--- config.mk ---
export PLATFORM = sky130hd
export DESIGN_NAME = uart_tx_arbiter
export DESIGN_NICKNAME = d
export VERILOG_FILES = /design/src/rtl/uart_tx_arbiter.sv
export SDC_FILE = /design/constraint.sdc
export NUM_CORES = 1
export LEC_CHECK = 0
export BUFFER_PORTS_ARGS = -buffer_cell sky130_fd_sc_hd__buf_2
export CORE_ASPECT_RATIO = 1.75
export CORE_MARGIN = 3
export CORE_UTILIZATION = 50
export CTS_CLUSTER_SIZE = 30
export DETAILED_ROUTE_END_ITERATION = 12
export GPL_TIMING_DRIVEN = 0
export PLACE_DENSITY = 0.9
export SETUP_SLACK_MARGIN = 0.3
export SYNTH_ARGS = -nofsm -noshare
export SYNTH_HDL_FRONTEND = slang
export SYNTH_SLANG_ARGS = --single-unit
--- constraint.sdc ---
create_clock -name clk -period 2.9 [get_ports clk]
set_clock_uncertainty 0.15 [all_clocks]
set_input_delay 0.435 -clock clk [delete_from_list [all_inputs] [get_ports clk]]
set_output_delay 0.435 -clock clk [all_outputs]
set_load 0.05 [all_outputs]
--- src/rtl/uart_tx_arbiter.sv ---
// uart_tx_arbiter: round-robin scheduler sharing one Uart8 transmitter among
// NUM_REQ byte requesters. One byte is granted per IDLE visit. txStart is held
// only until the transmitter reports busy, so a stuck start cannot retrigger.
// Optional build macro UART_ARB_TIMEOUT_EN adds a start-attempt watchdog that
// aborts a frame whose txBusy never rises within START_TIMEOUT clocks.
module uart_tx_arbiter #(
  parameter int NUM_REQ       = 4,
  parameter int START_TIMEOUT = 4096
) (
  input  logic                 clk,
  input  logic                 rstN,
  input  logic                 arbEn,
  input  logic [NUM_REQ-1:0]   reqValid,
  input  logic [8*NUM_REQ-1:0] reqData,
  output logic [NUM_REQ-1:0]   reqReady,
  output logic [NUM_REQ-1:0]   reqDone,
  output logic [2:0]           grantIdx,
  output logic                 arbBusy,
  output logic                 errTimeout,
  output logic                 txEn,
  output logic                 txStart,
  output logic [7:0]           txIn,
  input  logic                 txBusy,
  input  logic                 txDone
);

  localparam logic [1:0] S_IDLE      = 2'd0;
  localparam logic [1:0] S_START     = 2'd1;
  localparam logic [1:0] S_WAIT_DONE = 2'd2;
  localparam logic [1:0] S_RELEASE   = 2'd3;

  logic [1:0]         state_q, state_d;
  logic [2:0]         last_q, last_d;
  logic [2:0]         grant_q, grant_d;
  logic [7:0]         tx_in_q, tx_in_d;
  logic               tx_en_q, tx_en_d;
  logic               tx_start_q, tx_start_d;
  logic [NUM_REQ-1:0] req_ready_q, req_ready_d;
  logic [NUM_REQ-1:0] req_done_q, req_done_d;

`ifdef UART_ARB_TIMEOUT_EN
  logic [15:0]        tmo_cnt_q, tmo_cnt_d;
  logic               err_timeout_q, err_timeout_d;
`endif

  // Requester lanes padded to 8 so a 3-bit index never leaves the array.
  logic [7:0] req_bytes [8];
  logic [7:0] valid_ext;

  for (genvar gi = 0; gi < 8; gi++) begin : g_lane
    if (gi < NUM_REQ) begin : g_used
      assign req_bytes[gi] = reqData[8*gi +: 8];
      assign valid_ext[gi] = reqValid[gi];
    end else begin : g_pad
      assign req_bytes[gi] = 8'h00;
      assign valid_ext[gi] = 1'b0;
    end
  end

  // Round-robin pick: first valid requester after last_q, wrapping modulo NUM_REQ.
  logic       win_found;
  logic [2:0] win_idx;
  logic [3:0] cand;

  always_comb begin
    win_found = 1'b0;
    win_idx   = 3'd0;
    cand      = 4'd0;
    // Scan farthest-first so the nearest candidate overwrites and wins.
    for (int k = NUM_REQ; k >= 1; k--) begin
      cand = {1'b0, last_q} + 4'(k);
      if (cand >= 4'(NUM_REQ)) begin
        cand = cand - 4'(NUM_REQ);
      end
      if (valid_ext[cand[2:0]]) begin
        win_found = 1'b1;
        win_idx   = cand[2:0];
      end
    end
  end

  // Next-state and output computation; every output is taken from a register.
  always_comb begin
    state_d     = state_q;
    last_d      = last_q;
    grant_d     = grant_q;
    tx_in_d     = tx_in_q;
    tx_en_d     = tx_en_q;
    tx_start_d  = tx_start_q;
    req_ready_d = '0;
    req_done_d  = '0;
`ifdef UART_ARB_TIMEOUT_EN
    tmo_cnt_d     = 16'd0;
    err_timeout_d = 1'b0;
`endif
    case (state_q)
      S_IDLE: begin
        tx_en_d = arbEn;
        if (arbEn && win_found) begin
          state_d     = S_START;
          tx_in_d     = req_bytes[win_idx];
          grant_d     = win_idx;
          last_d      = win_idx;
          req_ready_d = NUM_REQ'(1) << win_idx;
          tx_start_d  = 1'b1;
          tx_en_d     = 1'b1;
        end
      end
      S_START: begin
        if (txBusy) begin
          tx_start_d = 1'b0;
          state_d    = S_WAIT_DONE;
        end
`ifdef UART_ARB_TIMEOUT_EN
        else if (tmo_cnt_q == 16'(START_TIMEOUT)) begin
          // Abandon the byte; last_q keeps the aborted index.
          tx_start_d    = 1'b0;
          err_timeout_d = 1'b1;
          tx_en_d       = arbEn;
          state_d       = S_IDLE;
        end else begin
          tmo_cnt_d = tmo_cnt_q + 16'd1;
        end
`endif
      end
      S_WAIT_DONE: begin
        if (txDone) begin
          req_done_d = NUM_REQ'(1) << grant_q;
          state_d    = S_RELEASE;
        end
      end
      S_RELEASE: begin
        // Wait for the transmitter to settle so the next grant sees a clean idle.
        if (!txBusy && !txDone) begin
          tx_en_d = arbEn;
          state_d = S_IDLE;
        end
      end
      default: begin
        state_d = S_IDLE;
      end
    endcase
  end

  // State and output registers; reset forces the transmitter idle via txEn.
  always_ff @(posedge clk) begin
    if (!rstN) begin
      state_q     <= S_IDLE;
      last_q      <= 3'(NUM_REQ - 1);
      grant_q     <= 3'd0;
      tx_in_q     <= 8'h00;
      tx_en_q     <= 1'b0;
      tx_start_q  <= 1'b0;
      req_ready_q <= '0;
      req_done_q  <= '0;
`ifdef UART_ARB_TIMEOUT_EN
      tmo_cnt_q     <= 16'd0;
      err_timeout_q <= 1'b0;
`endif
    end else begin
      state_q     <= state_d;
      last_q      <= last_d;
      grant_q     <= grant_d;
      tx_in_q     <= tx_in_d;
      tx_en_q     <= tx_en_d;
      tx_start_q  <= tx_start_d;
      req_ready_q <= req_ready_d;
      req_done_q  <= req_done_d;
`ifdef UART_ARB_TIMEOUT_EN
      tmo_cnt_q     <= tmo_cnt_d;
      err_timeout_q <= err_timeout_d;
`endif
    end
  end

`ifdef UART_ARB_TIMEOUT_EN
  assign errTimeout = err_timeout_q;
`else
  assign errTimeout = 1'b0;
`endif

  assign reqReady = req_ready_q;
  assign reqDone  = req_done_q;
  assign grantIdx = grant_q;
  assign arbBusy  = (state_q != S_IDLE);
  assign txEn     = tx_en_q;
  assign txStart  = tx_start_q;
  assign txIn     = tx_in_q;

endmodule

==> results.md <==
* Status: completed
* Number of global-route vias before repair at around 2k
* Req. time, crit path at roughly 3 ns
* Die W at ~50 um
* Die Span Y at about 85 um
* Crit start category: register
* Final #Nets at around 340
* Xor and xnor area share after synthesis at 0%
* First-pass GRT wire length at approximately 9700 um
* Wire per inst at 21.7 um
* Final Wtd Congestion at around 0.76
* Port bufs at 62
* Cells taking the most area after synthesis: dfxtp_1 28%, mux2i_1 9.1%, a211oi_2 5.7%
* GRT Overall Usage at 29.6%
* Num CTS Buffers at 3
* Commonest non-fill, non-tap cells in the layout: 63 x buf_2, 23 x dfxtp_1, 16 x buf_4
* Fraction of layout cells with a size suffix above 1 at between 50% and 60%
* Mean Syn Cell Area at a little under 9 um^2
* Routed wl met3 at ~520 um
* Synthesized flop and latch total at 25
* Synth Area in Compound Gates at between 20% and 30%
* Utilization after layout at 80.4%
* Iter 0 DRT Violations at 89
* Cell variety after synth at 52
* Highest clock rate at about 0.36 GHz
* Total number of vias at about 2.1k
* Synth warn at 0
* RSZ-0062 raised after global routing: true
* DR vias/cell at about 6.2
* Met1 wire length at around 2500 um
* Setup-failing EPs final at 0
* Fin crit share at between 90% and 100%
* Worst skew pair latency at roughly 0.28 ns
* Rows at 28
* Largest family of logic cells by synthesized area: compound AO/OA/AOI/OAI gates
* Type of the most critical hold path: in2reg
* Routed WL at slightly above 7000 um
* DP HPWL at 3530 um
* Post-Syn Nets at about 250
* Setup Slack @ Placement at -0.0893 ns
* Max Buffers Root-to-Sink at 2
* Commonest non-fill, non-tap cell in the layout: buf_2
* Area growth syn-to-layout at 54.5%
* Final ANT Viol Nets at 0
* Final WS setup at ~0.1 ns
* Adder-cell share of the synthesized area at 4.24%
* Clk pin slew, worst setup/hold paths at about 0.1 ns
* Register area share after synthesis at ~28%
* Crit path DAT at approximately 2.8 ns
* Routed length on met2 at just under 4000 um
* Initial antenna violation count at 0
* CTS root buffer: clkbuf_8
* # diodes at 0
* Final min period at about 2.8 ns
* H-tree levels at 1
* Sink Count at 25
* Starting Density at around 52%
* TritonRoute pass-1 iters at 4
* Mux cell area share after synthesis at under 10%
* Core area at 3400 um^2
* Die area at approximately 4300 um^2
* Number of I/O pins at between 60 and 70
* DR top layer: met4
* CP endpoint kind: register
* Worst-path maximum fanout at 5
* Max-cap violation count at 0
* Leading area contributor after synthesis: dfxtp_1
* Setup CP Type: reg2reg
* Final-report hold violation count at 0
* DRC at 0
* Synthesized instance count at approximately 200
* Gr ovfl total at 0
* Post-Syn Area at 1770 um^2
* Synth top area share at between 20% and 30%
* Max Slew Vio Count at 0
* Fillers at 189
* Pin count of the biggest net entering global routing at 16
* CTS tree: built
* Synth Area in Simple Gates at approximately 21%
stage by stage:
stage | instance area (um^2) | TNS [ns] | hold WS [ns] | instances
2_1_floorplan | 1770 | 0 | 0.350 | 204
3_3_place_gp | 2140 | -0.0455 | 0.312 | 311
3_5_place_dp | 2140 | -0.449 | 0.349 | 311
4_1_cts | 2610 | 0 | 0.360 | 327
5_1_grt | 2730 | 0 | 0.388 | 334
6_report | 2730 | 0 | 0.365 | 334
synthesized netlist by cell type (all sizes together):
library cell  instances
o32ai                 7
nor3                 12
a211o                 1
buf                   9
nor2                 14
nor2b                 9
a31oi                 1
o22ai                 1
nand4                 1
and4                  1
conb                  1
ha                    6
o31ai                 2
inv                  17
mux2i                16
a21oi                 7
or2                   2
nand3                 3
o211a                 1
o221ai                1
clkbuf                6
a21boi                1
a211oi               10
nand4b                1
a21o                  1
o41ai                 1
and2                  2
nand2b                1
nand2                14
o21a                  2
nor3b                 1
and3                  4
o311ai                1
o21ai                12
o211ai                1
o311a                 1
dfxtp                25
a2bb2oi               1
a32o                  7
what timing repair did:
action / in CTS / in global routing
pin swaps: 15 / 9
setup buffers: 10 / 7
gates cloned: 2 / 0
endpoints found under the setup margin: 17 / 15
hold buffers: 0 / 0
resized for setup: 58 / 19
per-layer routing:
metal / vias up / global-route usage (%)
li1: 911 / -
met2: 142 / 54.1
met3: 30 / 3.02
met4: 0 / 18.6
met5: - / 0
met1: 991 / 30.6
state kept, by name, indices dropped and copies added (netlist names):
| name | count |
|---|---|
| state_q | 2 |
| txIn | 8 |
| txEn | 1 |
| reqDone | 4 |
| txStart | 1 |
| grantIdx | 2 |
| reqReady | 4 |
| last_q | 3 |
path summary, 6_finish.rpt:
check	start	endpoint	slack, ns	cells after the start
setup reg to reg	last_q[0]	txIn[3]	0.10	12
setup / recovery	last_q[0]	txIn[3]	0.10	12
hold / removal	reqData[25]	txIn[1]	0.37	3
hold reg to reg	grantIdx[0]	reqDone[2]	0.38	1
area by class of cell:
class | instances | area (um^2) | area share, %
repair buffers | 81 | 490 | 17.9
clock buffers | 3 | 41.3 | 1.51
well taps | 45 | 56.3 | 2.06
flip-flops and latches | 25 | 505 | 18.5
inverters | 17 | 68.8 | 2.52
plain buffers | 15 | 138 | 5.04
clock inverters | 1 | 7.51 | 0.275
multi-input cells | 147 | 1430 | 52.2
cells by family after synthesis:
family / Yosys count
compound gates: 59
flops: 25
buf+inv: 32
other cells: 1
simple gates: 65
fa+ha+maj: 6
mux: 16
critical path, stage by stage, from the launching register on:
cell and delay (ns):
dfxtp_2 0.37, buf_6 0.12, inv_6 0.04, ha_4 0.26
buf_6 0.11, mux2i_1 0.23, a31oi_2 0.10, a21o_4 0.28
o41ai_4 0.34, or2_4 0.24, buf_12 0.15, nor3_4 0.05
a211oi_2 0.25
Power is not shown: default switching activity piles up to over one toggle a cycle in this logic, so the estimate is an artifact.
